`config.mk`:
```
export PLATFORM = sky130hd
export DESIGN_NAME = ram_arbiter
export DESIGN_NICKNAME = d
export VERILOG_FILES = /design/src/rtl/ram_arbiter_pkg.sv /design/src/rtl/ram_arbiter_rr_pick2.sv /design/src/rtl/ram_arbiter.sv
export SDC_FILE = /design/constraint.sdc
export NUM_CORES = 1
export LEC_CHECK = 0
export CAP_MARGIN = 25
export CORE_MARGIN = 5
export CORE_UTILIZATION = 26
export DETAILED_ROUTE_END_ITERATION = 10
export PLACE_DENSITY = 0.79
export SLEW_MARGIN = 20
export SYNTH_ARGS = -nofsm -noshare
export SYNTH_HDL_FRONTEND = slang
export SYNTH_SLANG_ARGS = --single-unit
```
`constraint.sdc`:
```
create_clock -name clk -period 1.64 [get_ports clk]
set_input_delay 0.246 -clock clk [delete_from_list [all_inputs] [get_ports clk]]
set_output_delay 0.246 -clock clk [all_outputs]
set_load 0.02 [all_outputs]
```
`src/rtl/ram_arbiter_pkg.sv`:
```
// ram_arbiter_pkg: shared state encoding and default sizes so RAM and arbiter instances agree
package ram_arbiter_pkg;
  typedef enum logic {ST_IDLE, ST_CLEAR} state_t;
  localparam int DEF_DATA_WIDTH = 32;
  localparam int DEF_ADDRESS_WIDTH = 12;
  localparam int DEF_DEPTH = 4096;
endpackage

```
`src/rtl/ram_arbiter_rr_pick2.sv`:
```
// rr_pick2: two-way round-robin pick returning a one-hot grant, favouring the index not equal to last
module rr_pick2 (
  input  logic [1:0] req,
  input  logic       last,
  output logic [1:0] gnt
);
  assign gnt = &req ? (last ? 2'b01 : 2'b10) : req;
endmodule

```
`src/rtl/ram_arbiter.sv`:
```
// ram_arbiter: shares a single-port RAM between two requesters and runs a zero-fill sequencer
module ram_arbiter
  import ram_arbiter_pkg::*;
#(
  parameter int DATA_WIDTH = DEF_DATA_WIDTH,
  parameter int ADDRESS_WIDTH = DEF_ADDRESS_WIDTH,
  parameter int DEPTH = DEF_DEPTH
) (
  input  logic                     clk,
  input  logic                     reset,
  input  logic                     clear,
  output logic                     busy,
  input  logic                     req0,
  input  logic                     req1,
  input  logic                     we0,
  input  logic                     we1,
  input  logic [ADDRESS_WIDTH-1:0] addr0,
  input  logic [ADDRESS_WIDTH-1:0] addr1,
  input  logic [DATA_WIDTH-1:0]    wdata0,
  input  logic [DATA_WIDTH-1:0]    wdata1,
  output logic                     gnt0,
  output logic                     gnt1,
  output logic                     rvalid0,
  output logic                     rvalid1,
  output logic [DATA_WIDTH-1:0]    rdata0,
  output logic [DATA_WIDTH-1:0]    rdata1,
  output logic                     ram_wEn,
  output logic [ADDRESS_WIDTH-1:0] ram_addr,
  output logic [DATA_WIDTH-1:0]    ram_dataIn,
  input  logic [DATA_WIDTH-1:0]    ram_dataOut
);
  state_t state, state_n;
  logic [ADDRESS_WIDTH:0] cnt, cnt_n;
  logic last, last_n, idle, last_cnt;
  logic [1:0] pick;
  rr_pick2 u_pick (.req({req1, req0}), .last(last), .gnt(pick));
  assign idle = state == ST_IDLE;
  assign last_cnt = cnt == (ADDRESS_WIDTH+1)'(DEPTH - 1);
  assign gnt0 = idle && !reset && pick[0];
  assign gnt1 = idle && !reset && pick[1];
  assign busy = !idle && !reset;
  assign ram_wEn = busy || (gnt0 && we0) || (gnt1 && we1);
  assign ram_addr = busy ? cnt[ADDRESS_WIDTH-1:0] : gnt0 ? addr0 : gnt1 ? addr1 : '0;
  assign ram_dataIn = gnt0 ? wdata0 : gnt1 ? wdata1 : '0;
  assign rdata0 = ram_dataOut;
  assign rdata1 = ram_dataOut;
  always_comb begin
    state_n = idle ? (clear ? ST_CLEAR : ST_IDLE) : (last_cnt ? ST_IDLE : ST_CLEAR);
    cnt_n = (!idle && !last_cnt) ? cnt + 1'b1 : '0;
    last_n = gnt0 ? 1'b0 : gnt1 ? 1'b1 : last;
  end
  always_ff @(posedge clk) begin
    if (reset) begin
      state <= ST_IDLE;
      cnt <= '0;
      last <= 1'b1;
      rvalid0 <= 1'b0;
      rvalid1 <= 1'b0;
    end else begin
      state <= state_n;
      cnt <= cnt_n;
      last <= last_n;
      rvalid0 <= gnt0 && !we0;
      rvalid1 <= gnt1 && !we1;
    end
  end
endmodule

```
==> flow_summary.json, run 1 <==
{
  "drc": 0,
  "power.combinational.fraction_pct": 53.8,
  "fmaxAchievable_mhz": 526.5,
  "top_layer_used": "met4",
  "dr.pass1.iters": 4,
  "grt_pass1_vias": 2090,
  "path_class": "reg -> out",
  "clk_root_buffer_cell": "sky130_fd_sc_hd__clkbuf_8",
  "global_route.overflow_total": 0,
  "postLayoutCoreUtil_pct": 50.41,
  "timing.rr.end": "cnt[5]",
  "critical_path_buf_inv_count": 4,
  "maximum_fanout_encountered_on_the_critical_timing_path": 8,
  "area.growth.synth_to_final_pct": 87.85,
  "grt_setup_unrepaired": "true",
  "synth_fp_nets": 344,
  "vias": 1930,
  "route.detailed.vias_per_inst": 4.584,
  "cp_data_required_time_ps": 1390,
  "met2_length_um": 4071,
  "cts-root-to-sink-buffers": 2,
  "cts_made_buffers": 3,
  "h-tree-depth": 1,
  "fin_cells": 421,
  "share_seq_of_total_power_pct": 26.8,
  "antennaDiodeCount": 0,
  "final_area_mm2": 0.003425,
  "timing.critical_path.cells": "buf_6, a211oi_4, buf_6, buf_12, a221oi_2, nor2_1, buf_4",
  "end_of_the_critical_path": "ram_addr[0]",
  "skew_ps": 4.132,
  "post_route_cells_drive_above_1_share_pct": 36.00,
  "place_congestion": 0.7966,
  "synthTopCellsByCount": "sky130_fd_sc_hd__buf_4, sky130_fd_sc_hd__nor2_1, sky130_fd_sc_hd__a22o_1",
  "internal_dissipation_w": 0.001104,
  "floorplan.initialDensity_pct": 26.83,
  "clock_power_share_pct": 19.5,
  "power-per-cell-area_mw_per_mm2": 465.0,
  "timing.final.crit_period_ps": 1899,
  "crit_arrival_ps": 1650,
  "total_switching_power_w": 0.0004883,
  "ys_seq_area_share_pct": 18.67,
  "post_detailed_route_count_of_antenna_violating_nets": 0,
  "outcome": "complete, but fails checks",
  "synth_area_leaders": "sky130_fd_sc_hd__buf_4, sky130_fd_sc_hd__dfxtp_1, sky130_fd_sc_hd__a22o_1",
  "min-delay-path-class": "in -> reg",
  "leakage_power_nw": 1.454,
  "netlist_instances": 216,
  "tritoncts": "done",
  "post_dp_cell_area_mm2": 0.002994,
  "grt.total_usage_pct": 15.12,
  "synth_warnings": 0,
  "worst-slew-pin-transition_ps": 252.9,
  "critical-path-top-delay-family": "buffers and inverters",
  "worst_path_most_repeated_cell": "sky130_fd_sc_hd__buf_6",
  "timing.reg2reg.worst_path_depth": 5,
  "synthFlopType": "sky130_fd_sc_hd__dfxtp_1",
  "cp_num_cells": 7,
  "cts_hold_buf": 0,
  "end_kind": "output pin",
  "launch_point_of_the_worst_path": "last",
  "place.detailed.instances": 400,
  "hpwl_um": 5416,
  "clkTransAtPathRegs_ps": 60,
  "floorplan.core_area_mm2": 0.006794,
  "worstSkewPairLatency_ps": 250,
  "die-area_mm2": 0.008786,
  "layout.nets": 454,
  "std_cell_rows": 30,
  "cp-start-kind": "flop",
  "setup.reg_to_reg.worst_slack_ps": 230,
  "slew_viol_final": 0,
  "fin_crit_sh_pct": 115.8,
  "timing.final.setup_violations": 46,
  "finalWirelength_um": 7251,
  "netlist.top_cell.by_area": "sky130_fd_sc_hd__buf_4",
  "synth_top_cell_area_share_pct": 28.83,
  "cpMaxStageDelayCell": "sky130_fd_sc_hd__dfxtp_4",
  "vdd.ir_drop.worst_mv": 0.3021,
  "highest_cell_delay_on_the_worst_timing_path_ps": 350,
  "synth.ff_latch_count": 17,
  "antenna_found_initial": 0,
  "timing_hold_violations_final": 0,
  "failed_checks": "negative setup slack",
  "power.share.switching_pct": 30.67,
  "fin_ws_ps": -259.3,
  "grt_max_degree": 18,
  "wire_length_on_met1_um": 2517,
  "clkSinkCount": 17,
  "wl_per_cell_um": 17.22,
  "slew-limit-headroom_pct": 83.09,
  "mappedNetlistArea_mm2": 0.001823,
  "dieWidth_um": 93.74,
  "yosys.cell_count.top_type": "sky130_fd_sc_hd__buf_4",
  "cap_viol_max_count": 0,
  "dieHeight_um": 93.74,
  "r2r_start": "cnt[8]",
  "post_synth.cell_area_avg_um2": 8.440,
  "ports_placed_on_the_boundary": 241,
  "grt_first_pass_wirelength_um": 10620,
  "post_synth_cell_types": 34,
  "synthArstFlopShare_pct": 0,
  "synth_enable_flop_cells": 0,
  "drtIter0Drc": 16,
  "met3_wirelength_um": 487,
  "portBuffers": 144
}
## cell families after synthesis
| logic type | count (synthesis) | share of synthesized area [%] |
|---|---|---|
| and+or+nand+nor | 60 | 16.61 |
| adders and majority gates | 1 | 0.6862 |
| buffers and inverters | 78 | 31.85 |
| AOI/OAI and AO/OA | 50 | 27.39 |
| xor gates and xnor gates | 10 | 4.805 |
| DFF | 17 | 18.67 |
## worst min path at each step
stage                               start    endpoint  slack [ps]  cells past startpoint
after floorplan                       we1     rvalid1         320                      1
after global placement    ram_dataOut[11]  rdata0[11]         490                      0
after detailed placement  ram_dataOut[11]  rdata0[11]         490                      0
after CTS                 ram_dataOut[11]  rdata0[11]         490                      0
after global routing                reset       state         320                      2
final                               reset       state         310                      2
## area by class of cell
type | instances | area [µm²]
fill | 612 | 3369
clock buffer | 3 | 41.29
timing repair buffer | 181 | 1892
clock inverter | 1 | 5.005
sequential | 17 | 345.3
multi-input combinational | 121 | 1011
tap | 96 | 120.1
inverter | 2 | 10.01
## worst reg2reg max path, cell delays in order, from the launching register on
cell	delay, ps
sky130_fd_sc_hd__dfxtp_1	400
sky130_fd_sc_hd__and4_1	290
sky130_fd_sc_hd__nand3_2	140
sky130_fd_sc_hd__o31ai_4	280
sky130_fd_sc_hd__buf_12	160
sky130_fd_sc_hd__nor2_1	50
## metrics by stage
step	setup TNS, ps	hold WS, ps	power (W)	setup slack (ps)
finish	-8152	308.8	0.001592	-259.3
global route	-10940	323.9	0.001666	-306.7
CTS	-8135	492.2	0.001578	-229.0
detailed placement	-38010	492.2	0.001163	-821.0
global placement	-36800	492.2	0.001154	-798.2
floorplan	0	317.6	0.0009393	38.43
## layout by cell type (no fill, tap or decap), types with 2 or more instances in the layout
cell type / count
sky130_fd_sc_hd__clkdlybuf4s50_1: 93
sky130_fd_sc_hd__buf_6: 39
sky130_fd_sc_hd__nor2_1: 37
sky130_fd_sc_hd__buf_4: 34
sky130_fd_sc_hd__a22o_1: 32
sky130_fd_sc_hd__dfxtp_1: 15
sky130_fd_sc_hd__a221oi_2: 8
sky130_fd_sc_hd__xor2_1: 8
sky130_fd_sc_hd__buf_12: 6
sky130_fd_sc_hd__nand3_1: 5
sky130_fd_sc_hd__a221oi_4: 4
sky130_fd_sc_hd__clkbuf_8: 3
sky130_fd_sc_hd__buf_16: 3
sky130_fd_sc_hd__nand2b_4: 2
sky130_fd_sc_hd__and3_1: 2
sky130_fd_sc_hd__nand4_1: 2
sky130_fd_sc_hd__xnor2_1: 2
sky130_fd_sc_hd__dlygate4sd2_1: 2
sky130_fd_sc_hd__buf_8: 2
## flip-flops by register name, indices dropped and copies added, names as in the netlist
signal and cells:
rvalid0 1, cnt 13, rvalid1 1, state 1, last 1
## layer usage
metal,track usage (%),vias up
li1,-,931
met1,15.67,890
met2,29.75,89
met3,3.125,20
met4,4.813,0
met5,0,-
## power groups by stage
stage	combinational [W]	clock, W	sequential [W]
after floorplan	0.000502	0	0.000437
after global routing	0.000907	0.000333	0.000426
after CTS	0.000831	0.000322	0.000426
after global placement	0.000719	0	0.000435
final	0.000856	0.000310	0.000426
after detailed placement	0.000728	0	0.000435
## timing repair
action / in CTS / in global routing
setup endpoints to repair: 48 / 57
hold endpoints to repair: 0 / 0
resized for setup: 301 / 14
buffers inserted: 9 / 6
cloned: 5 / 0
pin swaps: 23 / 19
(Power assumes the default switching activity.)
==> run 2: changes to the inputs <==
- CORE_UTILIZATION: 26 -> 25
- PLACE_DENSITY: 0.79 -> 0.83
- SYNTH_HIERARCHICAL: default -> 1
==> run 2 against run 1 <==
The run still ends with negative setup slack left. First-iteration DRC count up 110%. Combinational power up 14%. Clock skew down 0.92 ps. Synthesized cell count up 2.8%. Clock-buffer cell count unchanged. Routed wire length up 7.4%. Critical path depth up 1. Critical endpoint is now ram_addr[5]. Largest power group unchanged.
==> flow_summary.json, run 2 <==
{
  "outcome": "complete, but fails checks",
  "failed_checks": "negative setup slack",
  "synth_top_family_by_area": "buffers and inverters",
  "drc": 0,
  "finalWirelength_um": 7787,
  "synth_fp_nets": 350,
  "synth_simple_gate_area_share_pct": 15.59,
  "synth_warnings": 6,
  "portBuffers": 144,
  "drtIter0Drc": 34,
  "synth_xor_area_share_pct": 5.029,
  "grt_util_met1_pct": 21.40,
  "worst_path_most_repeated_cell": "sky130_fd_sc_hd__buf_12",
  "netlist_instances": 222,
  "clk_root_buffer_cell": "sky130_fd_sc_hd__clkbuf_8",
  "timing_hold_violations_final": 0,
  "h-tree-depth": 1,
  "synthFlopType": "sky130_fd_sc_hd__dfxtp_1",
  "grt_max_degree": 18,
  "grt_first_pass_wirelength_um": 11850,
  "cp_data_required_time_ps": 1390,
  "min-delay-path-class": "reg -> reg",
  "antenna_found_initial": 0,
  "slew-limit-headroom_pct": 77.72,
  "postLayoutCoreUtil_pct": 51.51,
  "largest_register_ffs": 13,
  "num-fill-cells": 635,
  "vdd.ir_drop.worst_mv": 0.3222,
  "hpwl_um": 6027,
  "vias": 1979,
  "layout.nets": 459,
  "cts_made_buffers": 3,
  "worst-slew-pin-transition_ps": 331.2,
  "end_kind": "output pin",
  "synthesized_area_fraction_occupied_by_ao_oa_aoi_and_oai_cells_pct": 25.50,
  "synthTopCellsByCount": "sky130_fd_sc_hd__buf_4, sky130_fd_sc_hd__nor2_1, sky130_fd_sc_hd__a22o_1",
  "post_synth.cell_area_avg_um2": 7.845,
  "worstSkewPairLatency_ps": 250,
  "mappedNetlistArea_mm2": 0.001742,
  "slew_viol_final": 0,
  "post_detailed_route_count_of_antenna_violating_nets": 0,
  "ys_seq_area_share_pct": 19.54,
  "grt_setup_unrepaired": "true",
  "route.detailed.vias_per_inst": 4.646,
  "mostFrequentLayoutCell": "sky130_fd_sc_hd__clkdlybuf4s50_1",
  "groute.layer.met2.usage_pct": 29.24,
  "globalRoute.busiestLayer": "met2",
  "largest-register": "cnt",
  "global_route.overflow_total": 0,
  "cap_viol_max_count": 0,
  "post_route_cells_drive_above_1_share_pct": 39.09,
  "crit_arrival_ps": 1870,
  "synth.ff_latch_count": 17,
  "synthArstFlopShare_pct": 0,
  "fin_crit_sh_pct": 128.8,
  "timing.final.setup_violations": 46,
  "place.detailed.instances": 407,
  "timing.final.crit_period_ps": 2113,
  "synth_area_leaders": "sky130_fd_sc_hd__buf_4, sky130_fd_sc_hd__dfxtp_1, sky130_fd_sc_hd__a22o_1",
  "wl_per_cell_um": 18.28,
  "grt_use_met3_pct": 3.781,
  "cp-start-kind": "flop",
  "timing.critical_path.cells": "a21boi_2, or3b_4, nor2_8, buf_12, buf_12, a221oi_2, a21oi_2, buf_4",
  "maximum_fanout_encountered_on_the_critical_timing_path": 4,
  "critical-path-top-delay-family": "simple AND/OR/NAND/NOR gates",
  "power-per-cell-area_mw_per_mm2": 491.4,
  "area.growth.synth_to_final_pct": 100.9,
  "fin_cells": 426,
  "clkSinkCount": 17,
  "fin_ws_ps": -472.9,
  "highest_cell_delay_on_the_worst_timing_path_ps": 420,
  "dr.pass1.iters": 4,
  "std_cell_rows": 30,
  "yosys.cell_count.top_type": "sky130_fd_sc_hd__buf_4",
  "die-area_mm2": 0.008736,
  "path_class": "reg -> out",
  "dieWidth_um": 93.47,
  "grt_pass1_vias": 2076,
  "skew_ps": 3.212,
  "post_synth_cell_types": 29,
  "tritoncts": "done",
  "post_synth_fa_ha_maj_area_fraction_pct": 0.7184,
  "synth_enable_flop_cells": 0,
  "fmaxAchievable_mhz": 473.3,
  "clkTransAtPathRegs_ps": 70,
  "cts-root-to-sink-buffers": 2,
  "mux_cell_area_share_after_synthesis_pct": 0,
  "grt.total_usage_pct": 17.33,
  "netlist.top_cell.by_area": "sky130_fd_sc_hd__buf_4",
  "dieHeight_um": 93.47,
  "final_cell_mix": "sky130_fd_sc_hd__clkdlybuf4s50_1, sky130_fd_sc_hd__buf_6, sky130_fd_sc_hd__nor2_1",
  "synth_top_cell_area_share_pct": 28.88,
  "floorplan.core_area_mm2": 0.006794,
  "ports_placed_on_the_boundary": 241,
  "cpMaxStageDelayCell": "sky130_fd_sc_hd__or3b_4",
  "place_congestion": 0.8639,
  "leakage_power_nw": 1.471,
  "floorplan.initialDensity_pct": 25.64,
  "cts_hold_buf": 0,
  "antennaDiodeCount": 0,
  "critical_path_buf_inv_count": 3
}
-- run 2: cell types whose count changed in the layout (fill, tap and decap cells not counted), moves of 5 or more --
cell,change
sky130_fd_sc_hd__buf_4,-11
sky130_fd_sc_hd__nor2_1,-7
sky130_fd_sc_hd__a22o_1,-11
sky130_fd_sc_hd__nand2_1,+5
sky130_fd_sc_hd__nor2_2,+7
sky130_fd_sc_hd__xnor2_1,+6
sky130_fd_sc_hd__buf_6,+9
sky130_fd_sc_hd__a22o_4,+11
sky130_fd_sc_hd__xor2_1,-6
-- run 2: power breakdown --
part	internal, W	switching [W]
Combinational	0.000577	0.000395
Clock	0.000169	0.000147
Sequential	0.000424	0.00000711
Total	0.00117	0.000550
-- run 2: layer usage --
metal | vias to the layer above | part of all wire [%] | wire length [µm]
met4 | 0 | 2.9 | 227
met1 | 925 | 39 | 3009
met2 | 85 | 51 | 4000
met3 | 30 | 7.1 | 550
met5 | - | 0 | 0
li1 | 939 | - | -
-- run 2: worst reg2reg max path, cell delays in order, from the launching register on --
cell,delay (ps)
sky130_fd_sc_hd__dfxtp_1,380
sky130_fd_sc_hd__ha_1,210
sky130_fd_sc_hd__nand4_1,140
sky130_fd_sc_hd__nor2_1,260
sky130_fd_sc_hd__a41o_4,340
sky130_fd_sc_hd__nor2_1,70
-- run 2: final cells by class --
class,count,area [µm²],area share [%]
clock buffer,3,41.29,1.180
clock inverter,1,5.005,0.1430
inverter,7,26.28,0.7508
multi-input combinational,122,1030,29.42
sequential,17,341.6,9.760
tap,96,120.1,3.432
timing repair buffer,180,1936,55.31
-- run 2: logic make-up (layout without fill, tap and decap cells) --
kind of cell,count (synthesis),after routing
AOI/OAI and AO/OA,52,52
and+or+nand+nor,59,59
xor gates and xnor gates,10,10
adders and majority gates,1,1
buffers and inverters,83,191
DFF,17,17
-- run 2: metrics by stage --
step	setup WS, ps	hold WS [ps]	power (W)	setup TNS [ps]	cell area, µm²
finish	-472.9	468.6	0.001720	-18910	3500
global route	-559.1	492.0	0.001806	-22500	3500
CTS	-498.8	440.5	0.001725	-18650	3493
detailed placement	-1057	434.1	0.001289	-47530	3078
global placement	-1050	426.5	0.001277	-47450	3078
floorplan	-41.30	317.6	0.001011	-953.9	1869
-- run 2: timing repair --
item,in CTS,in global routing
endpoints found under the setup margin,58,49
cloned,4,0
pin swaps,6,10
setup buffers,12,1
gates resized for setup,292,14
-- run 2: final timing paths --
check,slack (ps),end,startpoint,cells after the start
max,-470,ram_addr[5],last,8
min,470,cnt[12],cnt[12],2
max reg2reg,130,cnt[2],cnt[1],5
min reg2reg,470,cnt[12],cnt[12],2
